**config.mk**
```make
export PLATFORM = sky130hd
export DESIGN_NAME = arbiter_client_port
export DESIGN_NICKNAME = d
export VERILOG_FILES = /design/src/rtl/arbiter_client_port.sv
export SDC_FILE = /design/constraint.sdc
export NUM_CORES = 1
export LEC_CHECK = 0
export CAP_MARGIN = 20
export CORE_UTILIZATION = 23
export CTS_CLUSTER_DIAMETER = 50
export DETAILED_ROUTE_END_ITERATION = 10
export GPL_ROUTABILITY_DRIVEN = 1
export RECOVER_POWER = 25
export SYNTH_ARGS = -nofsm -noshare
export SYNTH_HDL_FRONTEND = slang
export SYNTH_SLANG_ARGS = --single-unit
```
**constraint.sdc**
```tcl
create_clock -name clk -period 4.02 [get_ports clk]
set_input_delay 0.804 -clock clk [delete_from_list [all_inputs] [get_ports clk]]
set_output_delay 0.804 -clock clk [all_outputs]
set_load 0.1 [all_outputs]
```
**src/rtl/arbiter_client_port.sv**
```systemverilog
// -----------------------------------------------------------------------------
// arbiter_client_port
//
// Requester-side endpoint for a round-robin arbiter. Producer words are
// buffered in a DEPTH-entry FIFO. While the FIFO holds anything, req is raised
// towards the arbiter. A grant pops the head word into a registered output
// channel, giving a one-cycle out_valid pulse on the following cycle.
//
// Optional feature (compile-time macro ARB_CLIENT_WAIT_CNT_EN):
//   Tracks how long req stays up without a grant. max_wait reports the
//   longest streak since reset. starved latches once a streak reaches 64.
//   Without the macro both outputs are tied to 0 and no counter exists.
//
// Ports:
//   clk        clock, all state on rising edge
//   rst_n      asynchronous active-low reset
//   in_valid   producer offers in_data this cycle
//   in_data    producer data word
//   in_ready   FIFO can accept a word (count != DEPTH)
//   req        request to arbiter (count != 0)
//   grant      grant from arbiter (combinational response to req)
//   out_valid  one-cycle pulse per popped word
//   out_data   last popped word (held while out_valid = 0)
//   count      current FIFO occupancy
//   max_wait   longest req-without-grant streak (optional feature)
//   starved    wait streak reached 64 (optional feature)
// -----------------------------------------------------------------------------
module arbiter_client_port #(
   parameter int DATA_W = 32,
   parameter int DEPTH  = 4
) (
   input  logic                       clk,
   input  logic                       rst_n,
   input  logic                       in_valid,
   input  logic [DATA_W-1:0]          in_data,
   output logic                       in_ready,
   output logic                       req,
   input  logic                       grant,
   output logic                       out_valid,
   output logic [DATA_W-1:0]          out_data,
   output logic [$clog2(DEPTH+1)-1:0] count,
   output logic [15:0]                max_wait,
   output logic                       starved
);

   localparam int CNT_W = $clog2(DEPTH + 1);
   localparam int PTR_W = $clog2(DEPTH);
   localparam logic [CNT_W-1:0] FULL_CNT = CNT_W'(DEPTH);

   logic [DATA_W-1:0] mem [DEPTH];
   logic [PTR_W-1:0]  rd_ptr;
   logic [PTR_W-1:0]  wr_ptr;
   logic [CNT_W-1:0]  count_q;
   logic [CNT_W-1:0]  count_next;
   logic              push;
   logic              pop;

   // Both handshakes derive only from registered occupancy, so req never
   // depends on grant and there is no combinational loop through the arbiter.
   assign in_ready = (count_q != FULL_CNT);
   assign req      = (count_q != '0);
   assign push     = in_valid & in_ready;
   // A grant without req is ignored.
   assign pop      = req & grant;
   assign count    = count_q;

   // NOTE: every signal written in always_comb gets a default first so no
   // latch is inferred on any path.
   always_comb begin
      count_next = count_q;
      case ({push, pop})
         2'b10:   count_next = count_q + CNT_W'(1);
         2'b01:   count_next = count_q - CNT_W'(1);
         default: count_next = count_q;
      endcase
   end

   // NOTE: sequential state uses non-blocking assignments so every flop
   // samples pre-edge values regardless of block evaluation order.
   always_ff @(posedge clk or negedge rst_n) begin
      if (!rst_n) begin
         count_q   <= '0;
         rd_ptr    <= '0;
         wr_ptr    <= '0;
         out_valid <= 1'b0;
         out_data  <= '0;
      end else begin
         count_q   <= count_next;
         out_valid <= pop;
         // DEPTH is a power of two, so natural pointer overflow is the wrap.
         if (push) wr_ptr <= wr_ptr + PTR_W'(1);
         if (pop) begin
            rd_ptr   <= rd_ptr + PTR_W'(1);
            out_data <= mem[rd_ptr];
         end
      end
   end

   // NOTE: the storage array is deliberately not reset; entries are only read
   // after being written, and leaving it reset-free lets it map to plain RAM.
   always_ff @(posedge clk) begin
      if (push) mem[wr_ptr] <= in_data;
   end

`ifdef ARB_CLIENT_WAIT_CNT_EN
   logic [15:0] wait_cnt;
   logic [15:0] wait_next;
   logic [15:0] max_wait_q;
   logic        starved_q;

   // Streak counts cycles of req without grant; any pop or idle cycle ends it.
   always_comb begin
      wait_next = wait_cnt;
      if (!req || pop)
         wait_next = '0;
      else if (wait_cnt != 16'hFFFF)
         wait_next = wait_cnt + 16'd1;
   end

   always_ff @(posedge clk or negedge rst_n) begin
      if (!rst_n) begin
         wait_cnt   <= '0;
         max_wait_q <= '0;
         starved_q  <= 1'b0;
      end else begin
         wait_cnt <= wait_next;
         // Compare against the next value so max_wait tracks the streak
         // in the same cycle the counter reaches it.
         if (wait_next > max_wait_q) max_wait_q <= wait_next;
         if (wait_next >= 16'd64)    starved_q  <= 1'b1;
      end
   end

   assign max_wait = max_wait_q;
   assign starved  = starved_q;
`else
   assign max_wait = '0;
   assign starved  = 1'b0;
`endif

endmodule

```
# [After elaboration in Yosys (flattened, before gate mapping)]
# Memory sizes are Yosys's and may differ from the RTL's. A register that Yosys moved wholly into a read port is not among the register bits.
# Index checks and enable logic that the tools add are counted.
[totals] ff_bits=8 ram_bits=128 in_bits=36 output_inout_bits=55 n_memories=1
[memory_table] name="mem" words=4 width=32 rd=1 rd_clocked_by_memory_dff=1 write_ports=1 line="50" source="logic [DATA_W-1:0] mem [DEPTH];"
[classes] n_addsub=4 eq_ne=3 muxes=3 bitwise_logic=2 reduce_logical=3
[ops] operator="$pmux W3 S2" count=1
[ops] operator="$add A2 B1 Y2 const B" count=2
[ops] operator="$add A3 B1 Y3 const B" count=1
[ops] operator="$ne A3 B3 Y1 const B" count=1
[ops] operator="$reduce_bool A3 Y1" count=1
[ops] operator="$sub A3 B1 Y3 const B" count=1
[ops] operator="$and A1 B1 Y1" count=2
[ops] operator="$eq A2 B1 Y1 const B" count=1
[ops] operator="$eq A2 B2 Y1 const B" count=1
[ops] operator="$mux W1" count=2
[ops] operator="$reduce_bool A2 Y1" count=1
[ops] operator="$logic_not A1 Y1" count=1

# [Longest topological paths before layout]
[logic_depth] word_depth=4 depth_mapped=9 ltp_nobuf=9

# [Least setup slack after synthesis]
# OpenSTA, ideal clock, no wires.
[synth_path] path_kind="flip-flop to flip-flop" start="reg count_q[2], in the netlist count[2]" end="reg count_q[2], in the netlist count[2]" setup_ns=0.163 arrival_time_ns=2.764 required_ns=3.857 setup_slack_ns=1.093 path_stages_with_launch=10 n_path_buf=0 synth_period_minus_slack_ns=2.927 path_cell_list="dfrtp_1 or3b_4 and2_4 inv_1 ha_1 inv_1 fa_1 xor2_1 nor2_1 xor2_1"
[synth_between] elab_chain_cells=4
[synth_rtl] item="start, declared" line="53" source="logic [CNT_W-1:0] count_q;"
[synth_rtl] item="start signal, assigned" line="88" source="count_q <= count_next;"
[synth_rtl] item="$ne A3 B3 Y1 *" line="60" source="assign in_ready = (count_q != FULL_CNT);"
[synth_rtl] item="via in_ready" line="36" source="output logic in_ready,"
[synth_rtl] item="$and A1 B1 Y1 *" line="62" source="assign push = in_valid & in_ready;"
[synth_rtl] item="$eq A2 B1 Y1 / $eq A2 B2 Y1 (equally long branches)" line="71" source="case ({push, pop})"
[synth_rtl] item="$pmux W3 S2 / $reduce_bool A2 Y1 (equally long branches)"
# Mark *: on every way through the listed nets, which the timed path passes. The rest lies on a longest branch.
# A chain may end at the register's enable or synchronous reset.

# [Final worst setup path]
[layout_path] start="reg count_q[0], in the netlist count[0]" end="out in_ready"
[layout_between] elab_chain_cells=1
[layout_rtl] item="$ne A3 B3 Y1" line="60"
[layout_rtl] item="end, declared" line="36"
# Every way passes these cells.

==> impl_metrics.env <==
export IMPL_path_class="reg2out"
export IMPL_start_kind="flip-flop"
export IMPL_ff2ff_path_depth=9
export IMPL_grt_start_max_net_pins=41
export IMPL_drtIter0Drc=145
export IMPL_arrival_ns=2.28
export IMPL_synth_top_area_share_pct=58.8
export IMPL_async_flop_share_pct=23.8
export IMPL_relSlewSlack_pct=-36.0
export IMPL_setup_slack_ns=0.941
export IMPL_path_max_fanout=6
export IMPL_rsz0062_at_grt="no"
export IMPL_die_area_mm2=0.0291
export IMPL_gp_congestion=0.600
export IMPL_synth_seq_cells=168
export IMPL_synth_flop_cell="edfxtp_1"
export IMPL_firstDrtPassIters=4
export IMPL_hold_viol=0
export IMPL_drt_total_wl_mm=11.9
export IMPL_clkSinkCount=168
export IMPL_yosysMostFrequentCell="edfxtp_1"
export IMPL_num_rows=61
export IMPL_vias=2925
export IMPL_cts_buffer_depth=2
export IMPL_syn_area_per_cell_um2=22.4
export IMPL_coreArea_mm2=0.0279
export IMPL_post_route_period_util_pct=76.6
export IMPL_hp_class="in2async"
export IMPL_fmax_mhz=325
export IMPL_h_tree_depth=4
export IMPL_status="complete, but fails checks"
export IMPL_r2r_slack_ns=1.78
export IMPL_root_buffer="clkbuf_16"
export IMPL_area_growth_pct=25.1
export IMPL_synth_distinct_cells=26
export IMPL_syn_inst=292
export IMPL_violations="max-capacitance violations, max-slew violations"
export IMPL_track_usage_pct=8.54
export IMPL_pre_cts_ws_ns=1.38
export IMPL_start_util_pct=23.5
export IMPL_ys_top_cells_by_count="edfxtp_1 (128), dfrtp_1 (40), mux2_4 (28), mux4_2 (28), buf_4 (20)"
export IMPL_met3_length_um=624
export IMPL_fp_dieW_um=171
export IMPL_topRoutingLayerUsed="met5"
export IMPL_setup_tns_ns=0
export IMPL_grt_pass1_wl_mm=18.2
export IMPL_drc_errors=0
export IMPL_r2r_start="count[0]$_DFFE_PN0P_"
export IMPL_worstSkewPairLatency_ns=0.41
export IMPL_grt_overflow=0
export IMPL_die_y_um=171
export IMPL_dp_final_hpwl_mm=7.51
export IMPL_crit_path_end_kind="output port"
export IMPL_path_clk_slew_ns=0.07
export IMPL_post_drt_wl_per_cell_um=15.5
export IMPL_synth_seq_area_share_pct=74.1
export IMPL_viasPerCell=3.82
export IMPL_finalCriticalPeriod_ns=3.08
export IMPL_regToRegEndpoint="count[2]$_DFFE_PN0P_"
export IMPL_ant_nets=0
export IMPL_synth_edf_count=128
export IMPL_yosys_warnings=0
export IMPL_finalSetupViolCount=0
export IMPL_syn_cell_area_mm2=0.00654
export IMPL_drv_cap=1
export IMPL_grt_pass1_vias=3114
export IMPL_numCtsBuffers=17
export IMPL_finClkSkew_ns=0.00714
export IMPL_synth_largest_area_cell="edfxtp_1"
export IMPL_antenna_found_initial=4
export IMPL_worst_pin_slew_ns=2.04
export IMPL_drv_slew=34
export IMPL_ctsHoldBuffers=0
export IMPL_antennaDiodeCount=0
export IMPL_post_cts_setup_buffers=0
export IMPL_cts_tree="yes"
export IMPL_synth_area_top_cells="edfxtp_1 (59%), dfrtp_1 (15%), mux4_2 (9.6%)"
export IMPL_n_fill_cell=2706
export IMPL_ctsResizeCount=0
export IMPL_fin_nets=416
export IMPL_wl_met1_mm=5.09
export IMPL_dr_wl_met2_mm=6.00
export IMPL_ios=91
export IMPL_worstPathRequired_ns=3.22
export IMPL_drive_gt1_share_pct=26.4
export IMPL_portBuffers=73
==> state kept, by name (all words and copies together), names as in the netlist <==
| name | cells |
|---|---|
| wr_ptr | 2 |
| out_data | 32 |
| count | 3 |
| out_valid | 1 |
| mem | 128 |
| rd_ptr | 2 |
==> worst max-delay path, stage by stage (launching register included) <==
cell and delay, ns:
dfrtp_1 0.44, or3b_4 0.43, clkdlybuf4s50_1 0.98
==> cell families (layout without fill, tap and decap cells) <==
family | Yosys count | count (layout) | synth area share, %
multiplexers | 66 | 66 | 18.7
XOR/XNOR | 6 | 6 | 0.804
flip-flops | 168 | 168 | 74.1
AND/OR/NAND/NOR | 9 | 9 | 0.899
AO/OA/AOI/OAI | 1 | 1 | 0.134
other | 1 | 17 | 0.0573
adder cells (fa/ha/maj) | 6 | 6 | 1.26
buffers and inverters | 35 | 114 | 4.09
==> worst max-delay path by stage <==
stage,slack (ns),startpoint,endpoint,depth (start not counted)
global route,0.67,rst_n,rd_ptr[1]$_DFFE_PN0P_,2
detailed placement,1.38,count[0]$_DFFE_PN0P_,in_ready,2
floorplan,1.09,count[2]$_DFFE_PN0P_,count[2]$_DFFE_PN0P_,9
finish,0.94,count[0]$_DFFE_PN0P_,in_ready,2
global placement,1.42,count[0]$_DFFE_PN0P_,in_ready,2
CTS,0.93,count[0]$_DFFE_PN0P_,in_ready,2
==> metrics by stage <==
| stage | util, % | instance area [um2] | std cells | hold WS [ns] |
|---|---|---|---|---|
| final | 29.4 | 8180 | 765 | 0.311 |
| after global routing | 29.4 | 8180 | 765 | 0.331 |
| after CTS | 29.4 | 8180 | 764 | 0.517 |
| after detailed placement | 27.2 | 7590 | 732 | 0.496 |
| after global placement | 27.2 | 7570 | 731 | 0.491 |
| after floorplan | - | 6600 | 308 | 0.508 |
==> placed cells by master (no fill, tap or decap), types with 2 or more instances in the layout <==
| master | n |
|---|---|
| inv_8 | 3 |
| bufinv_16 | 2 |
| clkbuf_1 | 3 |
| mux2_4 | 28 |
| mux2_2 | 4 |
| inv_1 | 6 |
| xor2_1 | 3 |
| mux4_1 | 4 |
| and3_2 | 4 |
| clkdlybuf4s50_1 | 57 |
| dlygate4sd3_1 | 15 |
| clkbuf_16 | 17 |
| conb_1 | 17 |
| xnor2_1 | 3 |
| mux4_2 | 28 |
| ha_1 | 5 |
| clkinv_2 | 2 |
| edfxtp_1 | 128 |
| clkinv_4 | 2 |
| dfrtp_2 | 2 |
| inv_6 | 3 |
| dfrtp_1 | 38 |
==> routing by layer <==
| metal | vias up | track usage (%) |
|---|---|---|
| met4 | 6 | 3.06 |
| met5 | - | 0 |
| met1 | 1546 | 9.94 |
| met2 | 73 | 14.4 |
| li1 | 1284 | - |
| met3 | 16 | 3.12 |
==> cell type report <==
type | instances | area [um2] | share of cell area (%)
clock buffers | 18 | 429 | 5.24
clock inverters | 14 | 161 | 1.97
inverters | 6 | 22.5 | 0.275
multi-input cells | 105 | 1500 | 18.3
flip-flops and latches | 168 | 4850 | 59.2
well taps | 378 | 473 | 5.78
repair buffers | 76 | 756 | 9.23
Power is left out: the tool's default activity adds up to more than one toggle a clock period on the data nets, which glitch-free logic cannot reach.
